`src/rtl/bcd_counter_n.sv`:
```
// Parametrised N-digit cascaded decade/hex counter with snapshot register and sticky overflow.
// Define BCD_COUNTER_SATURATE_EN to hold at the terminal count instead of wrapping.
module bcd_counter_n #(
    parameter int DIGITS    = 4,
    parameter int DIGIT_MAX = 9
) (
    input  logic                  fin,
    input  logic                  rst_n,
    input  logic                  en_in,
    input  logic                  clear,
    input  logic                  latch,
    output logic [4*DIGITS-1:0]   q,
    output logic                  en_out,
    output logic                  ovf,
    output logic [4*DIGITS-1:0]   q_latched,
    output logic                  ovf_latched,
    output logic                  latch_valid
);

    localparam int         W    = 4 * DIGITS;
    localparam logic [3:0] MAXV = 4'(DIGIT_MAX);

    typedef enum logic [1:0] {
        OP_HOLD,
        OP_CLEAR,
        OP_COUNT
    } op_e;

    logic [W-1:0] count_q, count_d;
    logic [W-1:0] incr;
    logic         ovf_q, ovf_d;
    logic         en_out_q, en_out_d;
    logic [W-1:0] q_latched_q, q_latched_d;
    logic         ovf_latched_q, ovf_latched_d;
    logic         latch_valid_q, latch_valid_d;
    logic         terminal;
    logic         carry;
    op_e          op;

    // Whole carry chain resolves in one pass; an out-of-range digit is forced to 0 and stops the carry.
    always_comb begin
        incr     = count_q;
        terminal = 1'b1;
        carry    = 1'b1;
        for (int k = 0; k < DIGITS; k++) begin
            if (count_q[4*k +: 4] != MAXV) begin
                terminal = 1'b0;
            end
            if (carry) begin
                if (count_q[4*k +: 4] == MAXV) begin
                    incr[4*k +: 4] = 4'd0;
                end else if (count_q[4*k +: 4] > MAXV) begin
                    incr[4*k +: 4] = 4'd0;
                    carry          = 1'b0;
                end else begin
                    incr[4*k +: 4] = count_q[4*k +: 4] + 4'd1;
                    carry          = 1'b0;
                end
            end
        end
    end

    always_comb begin
        op = OP_HOLD;
        if (clear) begin
            op = OP_CLEAR;
        end else if (en_in) begin
            op = OP_COUNT;
        end
    end

    always_comb begin
        count_d  = count_q;
        ovf_d    = ovf_q;
        en_out_d = 1'b0;
        case (op)
            OP_CLEAR: begin
                count_d = '0;
                ovf_d   = 1'b0;
            end
            OP_COUNT: begin
                if (terminal) begin
                    ovf_d = 1'b1;
`ifdef BCD_COUNTER_SATURATE_EN
                    count_d  = count_q;
                    en_out_d = 1'b0;
`else
                    count_d  = '0;
                    en_out_d = 1'b1;
`endif
                end else begin
                    count_d = incr;
                end
            end
            default: begin
                count_d = count_q;
            end
        endcase
    end

    // Snapshot captures the values from before this edge's count update.
    always_comb begin
        q_latched_d   = q_latched_q;
        ovf_latched_d = ovf_latched_q;
        latch_valid_d = latch;
        if (latch) begin
            q_latched_d   = count_q;
            ovf_latched_d = ovf_q;
        end
    end

    always_ff @(posedge fin) begin
        if (!rst_n) begin
            count_q       <= '0;
            ovf_q         <= 1'b0;
            en_out_q      <= 1'b0;
            q_latched_q   <= '0;
            ovf_latched_q <= 1'b0;
            latch_valid_q <= 1'b0;
        end else begin
            count_q       <= count_d;
            ovf_q         <= ovf_d;
            en_out_q      <= en_out_d;
            q_latched_q   <= q_latched_d;
            ovf_latched_q <= ovf_latched_d;
            latch_valid_q <= latch_valid_d;
        end
    end

    assign q           = count_q;
    assign en_out      = en_out_q;
    assign ovf         = ovf_q;
    assign q_latched   = q_latched_q;
    assign ovf_latched = ovf_latched_q;
    assign latch_valid = latch_valid_q;

endmodule

```
`config.mk`:
```
export PLATFORM = sky130hd
export DESIGN_NAME = bcd_counter_n
export DESIGN_NICKNAME = d
export VERILOG_FILES = /design/src/rtl/bcd_counter_n.sv
export SDC_FILE = /design/constraint.sdc
export NUM_CORES = 1
export LEC_CHECK = 0
export ABC_CLOCK_PERIOD_IN_PS = 2250
export BUFFER_PORTS_ARGS = -buffer_cell sky130_fd_sc_hd__buf_4
export CORE_AREA = 10 10 70 72
export CTS_CLUSTER_DIAMETER = 80
export DETAILED_ROUTE_END_ITERATION = 10
export DIE_AREA = 0 0 80 82
export PLACE_DENSITY = 0.73
export SETUP_SLACK_MARGIN = 0.3
export SLEW_MARGIN = 20
export SYNTH_ARGS = -nofsm -noshare
export SYNTH_HDL_FRONTEND = slang
export SYNTH_SLANG_ARGS = --single-unit
```
`constraint.sdc`:
```
create_clock -name fin -period 2.25 [get_ports fin]
set_clock_uncertainty 0.2 [all_clocks]
set_input_delay 0.1125 -clock fin [delete_from_list [all_inputs] [get_ports fin]]
set_output_delay 0.1125 -clock fin [all_outputs]
set_load 0.01 [all_outputs]
```
==> results of run 1 <==
-- cells in the mapped netlist, types with 2 or more instances --
master | n | area share
sky130_fd_sc_hd__a21oi_1 | 8 | 0.023
sky130_fd_sc_hd__buf_2 | 2 | 0.0058
sky130_fd_sc_hd__clkbuf_1 | 4 | 0.0087
sky130_fd_sc_hd__dfxtp_1 | 36 | 0.42
sky130_fd_sc_hd__ha_1 | 12 | 0.087
sky130_fd_sc_hd__inv_1 | 10 | 0.022
sky130_fd_sc_hd__mux2i_1 | 21 | 0.12
sky130_fd_sc_hd__nand2_1 | 6 | 0.013
sky130_fd_sc_hd__nand2b_1 | 2 | 0.0073
sky130_fd_sc_hd__nand3b_1 | 4 | 0.017
sky130_fd_sc_hd__nand4_1 | 3 | 0.011
sky130_fd_sc_hd__nor2_1 | 12 | 0.026
sky130_fd_sc_hd__nor2b_1 | 22 | 0.080
sky130_fd_sc_hd__nor3b_1 | 2 | 0.0087
sky130_fd_sc_hd__o21ai_0 | 5 | 0.015
sky130_fd_sc_hd__or3b_2 | 3 | 0.015
sky130_fd_sc_hd__xnor2_1 | 3 | 0.015
-- per-stage QoR --
stage / power [W] / hold WS (ns) / setup WS, ns / instance area [um2]
after CTS: 0.00114 / 0.329 / 0.310 / 2180
final: 0.00113 / 0.317 / 0.376 / 2190
after global routing: 0.00118 / 0.354 / 0.280 / 2190
after detailed placement: 0.000760 / 0.250 / 0.180 / 2050
after floorplan: 0.000727 / 0.0407 / 0.323 / 1720
after global placement: 0.000755 / 0.239 / 0.309 / 2050
-- layout by cell type (no fill, tap or decap), types with 2 or more instances in the layout --
| master | n |
|---|---|
| sky130_fd_sc_hd__a21oi_1 | 7 |
| sky130_fd_sc_hd__buf_4 | 43 |
| sky130_fd_sc_hd__clkbuf_4 | 5 |
| sky130_fd_sc_hd__clkbuf_8 | 2 |
| sky130_fd_sc_hd__dfxtp_1 | 31 |
| sky130_fd_sc_hd__dfxtp_2 | 5 |
| sky130_fd_sc_hd__dlygate4sd3_1 | 4 |
| sky130_fd_sc_hd__ha_1 | 11 |
| sky130_fd_sc_hd__inv_1 | 10 |
| sky130_fd_sc_hd__mux2i_1 | 21 |
| sky130_fd_sc_hd__nand2_1 | 6 |
| sky130_fd_sc_hd__nand2b_1 | 2 |
| sky130_fd_sc_hd__nand3b_1 | 4 |
| sky130_fd_sc_hd__nand4_1 | 3 |
| sky130_fd_sc_hd__nor2_1 | 12 |
| sky130_fd_sc_hd__nor2b_1 | 22 |
| sky130_fd_sc_hd__nor3b_1 | 2 |
| sky130_fd_sc_hd__o21ai_0 | 4 |
| sky130_fd_sc_hd__or3b_2 | 3 |
| sky130_fd_sc_hd__xnor2_1 | 3 |
-- area by class of cell --
type / instances / share of cell area
multi-input combinational: 122 / 0.429
sequential: 36 / 0.331
timing repair buffer: 47 / 0.165
clock buffer: 7 / 0.0296
tap: 48 / 0.0274
inverter: 10 / 0.0171
-- critical path: stages, from the launching register on --
cell                       delay [ns]
sky130_fd_sc_hd__dfxtp_2         0.39
sky130_fd_sc_hd__inv_1           0.08
sky130_fd_sc_hd__ha_2            0.21
sky130_fd_sc_hd__or3b_2          0.46
sky130_fd_sc_hd__a21oi_2         0.22
sky130_fd_sc_hd__o21ai_0         0.12
sky130_fd_sc_hd__a21boi_1        0.14
-- worst min path at each step --
| stage | from | to | slack [ns] | cells after the start |
|---|---|---|---|---|
| floorplan | rst_n | ovf_latched$_SDFFE_PN0P_ | 0.04 | 1 |
| global placement | en_in | ovf$_SDFFE_PN0P_ | 0.24 | 3 |
| detailed placement | en_in | ovf$_SDFFE_PN0P_ | 0.25 | 3 |
| CTS | q_latched[13]$_SDFFE_PN0P_ | q_latched[13]$_SDFFE_PN0P_ | 0.33 | 2 |
| global route | q_latched[13]$_SDFFE_PN0P_ | q_latched[13]$_SDFFE_PN0P_ | 0.35 | 2 |
| finish | q[5]$_SDFFE_PN0P_ | q[5]$_SDFFE_PN0P_ | 0.32 | 2 |
-- repair_timing --
action / in CTS / in global routing
pin swaps: 1 / 1
hold buffers: 4 / 0
gates resized for setup: 2 / 6
gates cloned: 0 / 0
hold endpoints to repair: 28 / 0
buffers inserted: 2 / 1
setup endpoints to repair: 5 / 14
-- metal layers --
metal | vias to the layer above | part of all wire | global-route usage | wire, um
met1 | 649 | 0.40 | 0.123 | 1600
met2 | 41 | 0.51 | 0.225 | 2020
met4 | 0 | 0.015 | 0.0581 | 61
met3 | 8 | 0.077 | 0.0546 | 307
met5 | - | 0 | 0 | 0
li1 | 692 | - | - | -
-- flip-flops by register name, indices dropped and copies added (netlist names) --
| register | cells |
|---|---|
| ovf_latched | 1 |
| q_latched | 16 |
| q | 16 |
| ovf | 1 |
| en_out | 1 |
| latch_valid | 1 |
-- power by group through the flow --
stage / Clock, W / Sequential, W / Combinational [W]
after floorplan: 0 / 0.000670 / 0.0000576
after global placement: 0 / 0.000667 / 0.0000884
after detailed placement: 0 / 0.000668 / 0.0000923
after CTS: 0.000392 / 0.000654 / 0.0000990
after global routing: 0.000420 / 0.000656 / 0.000109
final: 0.000376 / 0.000654 / 0.0000990
-- cells by family (layout without fill, tap and decap cells) --
group	after synthesis	after routing
adders and majority gates	12	12
buffers and inverters	16	64
AOI/OAI and AO/OA	24	24
DFF	36	36
and+or+nand+nor	61	61
xor gates and xnor gates	4	4
muxes	21	21
==> flow_summary.ini, run 1 <==
[status]
outcome = complete, no violations

[route]
drt_first_pass_iters = 4
via_count = 1390
drt.antenna.violating_nets = 0
wirelength_routed_um = 3990
vias_per_cell = 5.15
drt_drc_violations_left = 0
avgRoutedWirePerCell_um = 14.8
drtIter0Drc = 40

[timing]
tightestPinTransition_ns = 0.352
fmax_ghz = 0.534
slew_viol_final = 0
setup_viol = 0
unrepaired_setup_endpoints_after_global_routing = true
hold_violations = 0
ratio_of_final_minimum_period_to_clock_period = 0.833
min_period_ns = 1.87
fin_setup_tns_ns = 0
slew_headroom = 0.762

[logic_synthesis]
ffs_w_async_s_r_synth = 0
synthDistinctLibCells = 36
synth-edff-count = 0
postSynth.topFlopCell = sky130_fd_sc_hd__dfxtp_1
largest_family_of_logic_cells_by_synthesized_area = simple AND/OR/NAND/NOR gates
synth-compound-area-share = 0.0910
number_of_nets_in_the_synthesized_netlist = 191
avgSynthCellArea_um2 = 9.88
synth-seq-area-share = 0.419
synthesized_area_um2 = 1720
postSynthRegisterBits = 36
synth_adder_area_share = 0.0873
netlist_instances = 174
synthMuxAreaShare = 0.122
ys_warn_count = 0
synth-xor-area-share = 0.0204
synthSimpleGateAreaFrac = 0.223

[clock_network]
clkSlewWorstSetupHoldPaths_ns = 0.11
cts_max_level = 2
clock_sinks = 36
clk_path_buf_depth = 2
tritoncts = built
clock_latency_ns = 0.34
cts_inserted_buffers = 5
clockRootBuffer = sky130_fd_sc_hd__clkbuf_4

[power]
share_comb_of_total_power = 0.088
cellLeakagePower_nw = 0.979
powerDensity_nw_per_um2 = 515
power_switching_share = 0.229
internal_power_w = 0.000871
pwr-share-clk = 0.333
power.ir.vdd_worst_mv = 0.408
netSwitchingPower_w = 0.000259
seq_power_share = 0.579

[grt]
track_usage = 0.126
antenna_found_initial = 0
grt-ovfl-total = 0
grt_max_degree = 26
grt_pass1_vias = 1485
global_route_wire_length_before_repair_um = 6640

[setup_path]
timing.critical_path.from_type = flip-flop
timing.setup.critical_path_class = flip-flop to flip-flop
setup.worst_path.start = q[1]$_SDFFE_PN0P_
cp-endpoint = q[2]$_SDFFE_PN0P_
crit_arrival_ns = 1.95
timing.rr.end = q[2]$_SDFFE_PN0P_
setup.worst_path.end_class = flip-flop
reg2regPathDepth = 6
path_max_fanout = 6
critPathRequiredTime_ns = 2.32
startpoint_of_the_worst_slack_reg_to_reg_timing_path = q[1]$_SDFFE_PN0P_
reg2reg_setup_slack_ns = 0.38

[final_layout]
ff_latch_area_um2 = 727
num_antenna_cells = 0
design.final.nets = 239
instances_no_fill = 270
fin_util = 0.613
fill_cells = 324
final_layout_size_suffix_gt1_frac = 0.279
multi_input_area_um2 = 942
flow.area_growth_from_synthesis_pct = 27.7

[floorplan]
initial_core_utilization = 0.480
design.die.area_um2 = 6560
floorplan.core_area_um2 = 3580
rows = 22
floorplan.die.height_um = 82
boundaryPins = 41
die_w_um = 80

[place]
port_buffers = 40
dp.final_hpwl_um = 2940
routabilityCongestion = 0.851
placedCellCount = 256

[min_path]
min-delay-path-class = flip-flop to flip-flop

[flow_run]
max_cap_violations = 0
Power figures use the tool's default switching activity.
==> inputs of run 2 (changes only) <==
ABC_CLOCK_PERIOD_IN_PS = 1700   (was 2250)
CORE_AREA = 10 10 72 74   (was 10 10 70 72)
DIE_AREA = 0 0 82 84   (was 0 0 80 82)
PLACE_DENSITY = 0.72   (was 0.73)
clock period = 1.7 ns   (was 2.25 ns; I/O delays follow)
==> flow_summary.ini, run 2 (synthesized netlist as in run 1, its figures left out) <==
[setup_path]
cp_top_family = flip-flops
crit_arrival_ns = 1.65
critical-path-slowest-cell = sky130_fd_sc_hd__dfxtp_4
path_max_fanout = 7
reg2regPathDepth = 7
critical-path-max-stage-delay_ns = 0.35
critical_path_cell_count = 7
critical_path_cell_list = inv_4, ha_4, nand4b_4, nor3_4, buf_6, mux2i_1, a31oi_1
critPathRequiredTime_ns = 1.67
timing.setup.critical_path_class = flip-flop to flip-flop
reg2reg_setup_slack_ns = 0.02
setup.worst_path.end_class = flip-flop
buffer_and_inverter_count_on_the_worst_path = 2
timing.critical_path.from_type = flip-flop

[timing]
fmax_ghz = 0.596
fin_ws_ns = 0.0219
unrepaired_setup_endpoints_after_global_routing = true
min_period_ns = 1.68
whs_ns = 0.0181
setup_viol = 0
tightestPinTransition_ns = 0.772
hold_violations = 0
slew_headroom = 0.485
slew_viol_final = 0
ratio_of_final_minimum_period_to_clock_period = 0.987

[grt]
grt-ovfl-total = 0
grt_max_degree = 24
track_usage = 0.135
grt_pass1_vias = 1471
global_route_wire_length_before_repair_um = 7440
antenna_found_initial = 0

[route]
drtIter0Drc = 66
avgRoutedWirePerCell_um = 15.4
m1WireLength_um = 1810
routed_wire_length_on_met2_um = 2410
wirelength_routed_um = 4510
drt_first_pass_iters = 4
drt_drc_violations_left = 0
top_signal_layer_used = met4
via_count = 1469
vias_per_cell = 5.01
drt.antenna.violating_nets = 0
met3WireLength_um = 241

[final_layout]
final_area_um2 = 2540
final_cell_mix = sky130_fd_sc_hd__buf_4, sky130_fd_sc_hd__dfxtp_1, sky130_fd_sc_hd__nor2b_1, sky130_fd_sc_hd__mux2i_1, sky130_fd_sc_hd__nor2_1
flow.area_growth_from_synthesis_pct = 47.7
num_antenna_cells = 0
layout.cells.most_common = sky130_fd_sc_hd__buf_4
design.final.nets = 259
instances_no_fill = 293
fin_util = 0.658
final_layout_size_suffix_gt1_frac = 0.428

[power]
powerDensity_nw_per_um2 = 649
cellLeakagePower_nw = 1.16
power.ir.vdd_worst_mv = 0.477

[flow_run]
max_cap_violations = 0

[floorplan]
boundaryPins = 41
floorplan.die.height_um = 84
rows = 23
design.die.area_um2 = 6890
floorplan.core_area_um2 = 3860
die_w_um = 82
initial_core_utilization = 0.446

[place]
placed_area_um2 = 2210
port_buffers = 40
placedCellCount = 267
dp.final_hpwl_um = 3000
place_worst_setup_slack_ns = -0.0581
routabilityCongestion = 0.760

[min_path]
hold_path_depth = 3
min-delay-path-class = input pin to flip-flop

[clock_network]
clock_sinks = 36
cts_inserted_buffers = 5
tritoncts = built
clockRootBuffer = sky130_fd_sc_hd__clkbuf_8
clock_latency_ns = 0.29
clkSlewWorstSetupHoldPaths_ns = 0.07
clk_path_buf_depth = 2
cts_max_level = 2

[status]
outcome = complete, no violations
[run 2: changes by cell type in the layout (fill, tap and decap cells not counted), sizes merged]
cell / delta
buf: +18
clkbuf: +1
dlygate4sd3: +1
dlymetal6s4s: +1
[run 2: final cells by class]
type                            count  area, um2
Fill cell                         317       1320
Multi-Input combinational cell    122       1070
Timing Repair Buffer               67        524
Tap cell                           50       62.6
Clock buffer                        8       90.1
Inverter                           10       45.0
Sequential cell                    36        747
[run 2: tightest hold or removal path, cell delays in order]
cell                       delay (ns)
sky130_fd_sc_hd__buf_4           0.10
sky130_fd_sc_hd__nand2b_1        0.17
sky130_fd_sc_hd__nor2_1          0.12
[run 2: power by group]
part           total (W)  switching (W)  internal [W]
Clock           0.000617       0.000287      0.000330
Sequential      0.000857     0.00000947      0.000848
Combinational   0.000174      0.0000841     0.0000899
[run 2: what timing repair did]
item | CTS | global route
endpoints found under the setup margin | 18 | 35
buffers inserted | 8 | 4
endpoints found under the hold margin | 26 | 0
resized for setup | 11 | 12
pin swaps | 10 | 9
hold buffers | 6 | 0
[run 2: metal layers]
metal / GRT usage / up-vias
li1: - / 733
met5: 0 / -
met2: 0.232 / 32
met4: 0.0372 / 0
met1: 0.153 / 698
met3: 0.0463 / 6
[run 2: worst paths after layout]
| check | start | to |
|---|---|---|
| worst max-delay path | q[1]$_SDFFE_PN0P_ | q[14]$_SDFFE_PN0P_ |
| worst min-delay path | rst_n | q[12]$_SDFFE_PN0P_ |
| worst max register to register | q[1]$_SDFFE_PN0P_ | q[14]$_SDFFE_PN0P_ |
| worst min register to register | ovf$_SDFFE_PN0P_ | ovf$_SDFFE_PN0P_ |
[run 2: per-stage QoR]
| stage | power [W] | TNS (ns) |
|---|---|---|
| after CTS | 0.00165 | 0 |
| after global placement | 0.00101 | 0 |
| after detailed placement | 0.00101 | -0.129 |
| final | 0.00165 | 0 |
| after floorplan | 0.000966 | 0 |
| after global routing | 0.00171 | -0.296 |
